===== config.mk =====
export PLATFORM = sky130hd
export DESIGN_NAME = prog_loader
export DESIGN_NICKNAME = d
export VERILOG_FILES = /design/src/rtl/loader_pkg.sv /design/src/rtl/loader_word_asm.sv /design/src/rtl/prog_loader.sv
export SDC_FILE = /design/constraint.sdc
export NUM_CORES = 1
export LEC_CHECK = 0
export CAP_MARGIN = 10
export CORE_MARGIN = 1.5
export CORE_UTILIZATION = 50
export CTS_CLUSTER_DIAMETER = 80
export CTS_CLUSTER_SIZE = 14
export DETAILED_ROUTE_END_ITERATION = 10
export HOLD_SLACK_MARGIN = 0.1
export PLACE_DENSITY = 0.76
export SETUP_SLACK_MARGIN = 0.5
export SYNTH_ARGS = -nofsm -noshare
export SYNTH_HDL_FRONTEND = slang
export SYNTH_SLANG_ARGS = --single-unit

===== constraint.sdc =====
create_clock -name i_clk -period 2.85 [get_ports i_clk]
set_input_delay 0.4275 -clock i_clk [delete_from_list [all_inputs] [get_ports i_clk]]
set_output_delay 0.4275 -clock i_clk [all_outputs]
set_load 0.01 [all_outputs]

===== src/rtl/loader_pkg.sv =====
// loader_pkg: state encoding, frame constants and field widths shared by the program loader.
package loader_pkg;
    localparam int BYTE_W = 8;
    localparam int LEN_W = 16;
    localparam logic [BYTE_W-1:0] MAGIC_DEFAULT = 8'hA5;
    typedef enum logic [3:0] {
        ST_IDLE, ST_LEN_HI, ST_LEN_LO, ST_B2, ST_B1, ST_B0, ST_WRITE, ST_CSUM, ST_DONE, ST_ERR
    } state_t;
endpackage


===== src/rtl/loader_word_asm.sv =====
// loader_word_asm: shifts three big-endian bytes into one instruction word and flags a B2 byte
// whose bits above the word width are set.
module loader_word_asm
    import loader_pkg::*;
#(
    parameter int W = 18
) (
    input  logic              clk,
    input  logic              rst_n,
    input  logic              take,
    input  logic              first,
    input  logic [BYTE_W-1:0] data,
    output logic [W-1:0]      word,
    output logic              bad
);
    assign bad = first && |data[BYTE_W-1:W-16];
    // Older bytes fall off the top, so after B0 only the low W bits of {B2,B1,B0} remain.
    always_ff @(posedge clk or negedge rst_n)
        if (!rst_n) word <= '0;
        else if (take) word <= {word[W-BYTE_W-1:0], data};
endmodule


===== src/rtl/prog_loader.sv =====
// prog_loader: frames a byte stream into instruction words and writes them from address 0,
// holding the CPU in reset until a clean load. PROG_LOADER_CHECKSUM_EN adds the trailing XOR byte.
module prog_loader
    import loader_pkg::*;
#(
    parameter int              INSTRUCTION_WIDTH = 18,
    parameter int              PC_WIDTH          = 14,
    parameter logic [BYTE_W-1:0] MAGIC           = MAGIC_DEFAULT
) (
    input  logic                         i_clk,
    input  logic                         i_rst,
    input  logic                         i_rx_valid,
    input  logic [BYTE_W-1:0]            i_rx_data,
    output logic                         o_rx_ready,
    input  logic                         i_start,
    output logic                         o_mem_we,
    output logic [PC_WIDTH-1:0]          o_mem_addr,
    output logic [INSTRUCTION_WIDTH-1:0] o_mem_wdata,
    output logic                         o_cpu_rst,
    output logic                         o_done,
    output logic                         o_err
);
`ifdef PROG_LOADER_CHECKSUM_EN
    localparam state_t TAIL = ST_CSUM;
    logic [BYTE_W-1:0] csum;
`else
    localparam state_t TAIL = ST_DONE;
`endif
    state_t state, state_nx;
    logic [LEN_W-1:0] len, full_len;
    logic [PC_WIDTH:0] idx;
    logic fire, take_word, bad, last, rearm;

    assign o_rx_ready = i_rst && (state inside {ST_IDLE, ST_LEN_HI, ST_LEN_LO, ST_B2, ST_B1, ST_B0, ST_CSUM});
    assign fire = i_rx_valid && o_rx_ready;
    assign take_word = fire && (state inside {ST_B2, ST_B1, ST_B0});
    assign full_len = {len[LEN_W-1:BYTE_W], i_rx_data};
    // idx is one bit wider than the address so a full-memory load never wraps back to 0.
    assign last = 32'(idx) + 32'd1 == 32'(len);
    assign rearm = i_start && (state inside {ST_DONE, ST_ERR});
    assign o_mem_we = state == ST_WRITE;
    assign o_mem_addr = idx[PC_WIDTH-1:0];
    assign o_cpu_rst = state != ST_DONE;
    assign o_done = state == ST_DONE;
    assign o_err = state == ST_ERR;

    loader_word_asm #(.W(INSTRUCTION_WIDTH)) u_asm (
        .clk(i_clk),
        .rst_n(i_rst),
        .take(take_word),
        .first(state == ST_B2),
        .data(i_rx_data),
        .word(o_mem_wdata),
        .bad(bad)
    );

    always_comb begin
        state_nx = state;
        case (state)
            ST_IDLE:   if (fire && i_rx_data == MAGIC) state_nx = ST_LEN_HI;
            ST_LEN_HI: if (fire) state_nx = ST_LEN_LO;
            ST_LEN_LO: if (fire) state_nx = 32'(full_len) > (32'd1 << PC_WIDTH) ? ST_ERR :
                                            full_len == '0 ? TAIL : ST_B2;
            ST_B2:     if (fire) state_nx = bad ? ST_ERR : ST_B1;
            ST_B1:     if (fire) state_nx = ST_B0;
            ST_B0:     if (fire) state_nx = ST_WRITE;
            ST_WRITE:  state_nx = last ? TAIL : ST_B2;
`ifdef PROG_LOADER_CHECKSUM_EN
            ST_CSUM:   if (fire) state_nx = i_rx_data == csum ? ST_DONE : ST_ERR;
`endif
            ST_DONE, ST_ERR: if (i_start) state_nx = ST_IDLE;
            default:   state_nx = ST_IDLE;
        endcase
    end

    always_ff @(posedge i_clk or negedge i_rst) begin
        if (!i_rst) begin
            state <= ST_IDLE;
            len <= '0;
            idx <= '0;
        end else begin
            state <= state_nx;
            if (rearm) len <= '0;
            else if (fire && state == ST_LEN_HI) len <= {i_rx_data, {BYTE_W{1'b0}}};
            else if (fire && state == ST_LEN_LO) len <= full_len;
            if (rearm) idx <= '0;
            else if (state == ST_WRITE) idx <= idx + 1'b1;
        end
    end

`ifdef PROG_LOADER_CHECKSUM_EN
    always_ff @(posedge i_clk or negedge i_rst)
        if (!i_rst) csum <= '0;
        else if (rearm) csum <= '0;
        else if (fire && (state inside {ST_LEN_HI, ST_LEN_LO, ST_B2, ST_B1, ST_B0})) csum <= csum ^ i_rx_data;
`endif
endmodule

==> out/qor.yml <==
outcome:
  result_of_the_run: "completed"
cts:
  cts_max_level: 2
  tritoncts: "done"
  cts_sinks: 53
  clkTransAtPathRegs_ps: 110
  clock_latency_ps: 320
  clock_path_buffers: 2
  tritoncts.num_buffers: 5
  cts.root.buffer_cell: "sky130_fd_sc_hd__clkbuf_8"
yosys:
  synthAdderAreaFrac_pct: 0.396
  synthArstFlopShare_pct: 100
  synthMuxAreaShare_pct: 7.96
  post_synth_instance_area_mm2: 0.00316
  synth.ff_latch_count: 53
  synth_top_family_by_area: "simple AND/OR/NAND/NOR gates"
  synthCells: 336
  share_of_the_synthesized_netlist_area_taken_by_xor_and_xnor_gates_pct: 7.57
  synthFlopType: "sky130_fd_sc_hd__dfrtp_1"
  synth-compound-area-share_pct: 13.2
  synth_sequential_area_ratio_pct: 42.0
  yosysWarnings: 0
  synth_simple_gate_area_share_pct: 21.4
  yosys-top-cells-area: "sky130_fd_sc_hd__dfrtp_1 42%, sky130_fd_sc_hd__mux2_2 6.1%, sky130_fd_sc_hd__o21ai_0 4.8%"
  synth_area_per_inst_um2: 9.40
  postSynthNetCount: 349
  synthDominantCellAreaShare_pct: 42.0
  synthDistinctLibCells: 60
  synthDominantAreaCellType: "sky130_fd_sc_hd__dfrtp_1"
  synth_enable_flop_cells: 0
worst_setup_path:
  critPathSlowestCell: "sky130_fd_sc_hd__clkdlybuf4s50_1"
  critical_path.n_buffers_inverters: 2
  crit_path_end_kind: "output port"
  cp.required_ps: 2420
  cp_data_arrival_time_ps: 1820
  worstPathCellList: "buf_4 > nor2_2 > nand2_1 > nor2_1 > clkdlybuf4s50_1"
  worst-setup-path-type: "reg -> out"
  critical_path_peak_fanout: 5
  cp_top_family: "buffers and inverters"
  critical_path.startpoint_type: "flop"
  reg2reg_setup_slack_ps: 610
  cp_slowest_stage_delay_ps: 550
global_route:
  grt_first_pass_wirelength_um: 12100
  grt_start_max_net_pins: 50
  gr-usage-all-layers_pct: 23.1
  grt_antenna_before_repair: 0
  grt_pass1_vias: 2474
  overflow: 0
floorplanning:
  ios: 49
  start_util_pct: 52.4
  floorplan.die_area_mm2: 0.00680
  core_region_mm2: 0.00603
  std_cell_rows: 28
  die_h_um: 82.5
  die_x_um: 82.5
route:
  route.final.wire_length_um: 7170
  drt-wirelength-per-cell_um: 16.2
  viasPerCell: 5.83
  drtPass1Iterations: 4
  postRouteAntennaNets: 0
  routed-via-count: 2587
  first_iter_violations: 128
  detail_route.drc_violations: 0
sta:
  final_period_minus_worst_setup_slack_ps: 2250
  slew_headroom_pct: 58.6
  report.final.slew_viol_count: 0
  finalSetupViolations: 0
  hold_viol_final: 0
  fin_tns_setup_ps: 0
  rsz0062_at_grt: "yes"
  worstMarginPinSlew_ps: 616
  clock.fmax_mhz: 445
  fin_skew_ps: 8.13
  final_min_period_over_clock_period_pct: 78.9
pwr:
  power.density_cell_area_mw_per_mm2: 940
  vdd_ir_drop_max_mv: 0.543
  p_leak_nw: 1.67
finish:
  layout.core_utilization_pct: 62.0
  layout.cells.most_common_list: "50 x sky130_fd_sc_hd__dfrtp_1, 46 x sky130_fd_sc_hd__clkdlybuf4s50_1, 30 x sky130_fd_sc_hd__nand2_1, 30 x sky130_fd_sc_hd__o21ai_0, 28 x sky130_fd_sc_hd__nor2_1"
  commonest_non_fill_non_tap_cell_in_the_layout: "sky130_fd_sc_hd__dfrtp_1"
  drive_gt1_share_pct: 14.4
  nNetsFinal: 381
  area.growth.synth_to_final_pct: 18.2
  number_of_antenna_repair_diodes: 0
min_path:
  hold_path.class: "in -> async"
place:
  globalplace.congestion: 0.905
  place.port_buffers: 48
  place_hpwl_um: 5010
job:
  cap_violations: 0
## logic make-up (layout without fill, tap and decap cells)
kind of cell / Yosys count / in the layout
fa+ha+maj: 1 / 1
flops: 53 / 53
compound gates: 68 / 68
buf+inv: 42 / 75
mux: 23 / 23
simple gates: 127 / 127
xor+xnor: 22 / 22
## layout make-up
cell class / instances / area (um^2)
multi-input combinational: 241 / 1620
clock buffer: 5 / 68.8
fill: 518 / 2290
sequential: 53 / 1330
tap: 75 / 93.8
inverter: 7 / 26.3
clock inverter: 3 / 28.8
timing repair buffer: 60 / 567
## state kept, by name, indices dropped and copies added (netlist names)
signal / cells
idx: 15
len: 16
state: 4
u_asm.word: 18
## cell usage after synthesis, types with 3 or more instances
cell type and instances:
sky130_fd_sc_hd__a21o_1 3, sky130_fd_sc_hd__a21oi_1 8, sky130_fd_sc_hd__a31oi_1 3, sky130_fd_sc_hd__and3_1 3, sky130_fd_sc_hd__buf_2 7, sky130_fd_sc_hd__buf_4 14, sky130_fd_sc_hd__clkbuf_1 11, sky130_fd_sc_hd__dfrtp_1 53
sky130_fd_sc_hd__inv_1 7, sky130_fd_sc_hd__mux2_2 17, sky130_fd_sc_hd__mux2i_1 6, sky130_fd_sc_hd__nand2_1 30, sky130_fd_sc_hd__nand2b_1 6, sky130_fd_sc_hd__nand3_1 18, sky130_fd_sc_hd__nand4_1 4, sky130_fd_sc_hd__nor2_1 29
sky130_fd_sc_hd__nor3_1 6, sky130_fd_sc_hd__nor4_1 6, sky130_fd_sc_hd__o21ai_0 30, sky130_fd_sc_hd__o21ai_1 3, sky130_fd_sc_hd__o31ai_1 5, sky130_fd_sc_hd__or2_2 3, sky130_fd_sc_hd__or3_1 3, sky130_fd_sc_hd__xnor2_1 12
sky130_fd_sc_hd__xor2_1 7
## stage by stage
stage	cells	worst slack (ps)	instance area, um^2	hold slack (ps)	total power [mW]
2_1_floorplan	336	911	3160	132	2.53
3_3_place_gp	430	494	3560	303	2.93
3_5_place_dp	430	417	3560	301	2.98
4_1_cts	444	526	3710	374	3.50
5_1_grt	444	442	3730	394	3.77
6_report	444	602	3730	349	3.51
## power by group
| group | leakage (nW) | switching [mW] | total, mW | internal, mW |
|---|---|---|---|---|
| logic | 0.960 | 0.723 | 1.59 | 0.867 |
| clock network | 0.0506 | 0.278 | 0.463 | 0.184 |
| registers | 0.661 | 0.414 | 1.46 | 1.04 |
| total | 1.67 | 1.42 | 3.51 | 2.09 |
## final timing paths
| check | depth (start not counted) | from | end |
|---|---|---|---|
| max | 5 | state[2]$_DFFE_PN0P_ | o_err |
| min | 2 | i_rst | idx[13]$_DFFE_PN0P_ |
| max reg2reg | 7 | idx[0]$_DFFE_PN0P_ | state[3]$_DFFE_PN0P_ |
| min reg2reg | 2 | len[0]$_DFFE_PN0P_ | len[0]$_DFFE_PN0P_ |
| max in group asynchronous | 2 | i_rst | state[2]$_DFFE_PN0P_ |
| min in group i_clk | 2 | len[0]$_DFFE_PN0P_ | len[0]$_DFFE_PN0P_ |
## routing by layer
metal  GRT usage (%)  vias up  part of all wire [%]
met4            6.44        0                   1.6
met1            31.7     1243                    47
met3            5.82       13                   5.5
met5               0        -                     0
met2            36.0       88                    46
li1                -     1243                     -
## timing repair
action,in CTS,in global routing
endpoints found under the hold margin,4,0
gates resized for setup,4,4
hold buffers,1,0
endpoints found under the setup margin,1,5
pin swaps,0,1
buffers inserted,5,0
No activity file was read; power rests on OpenSTA's default activity.
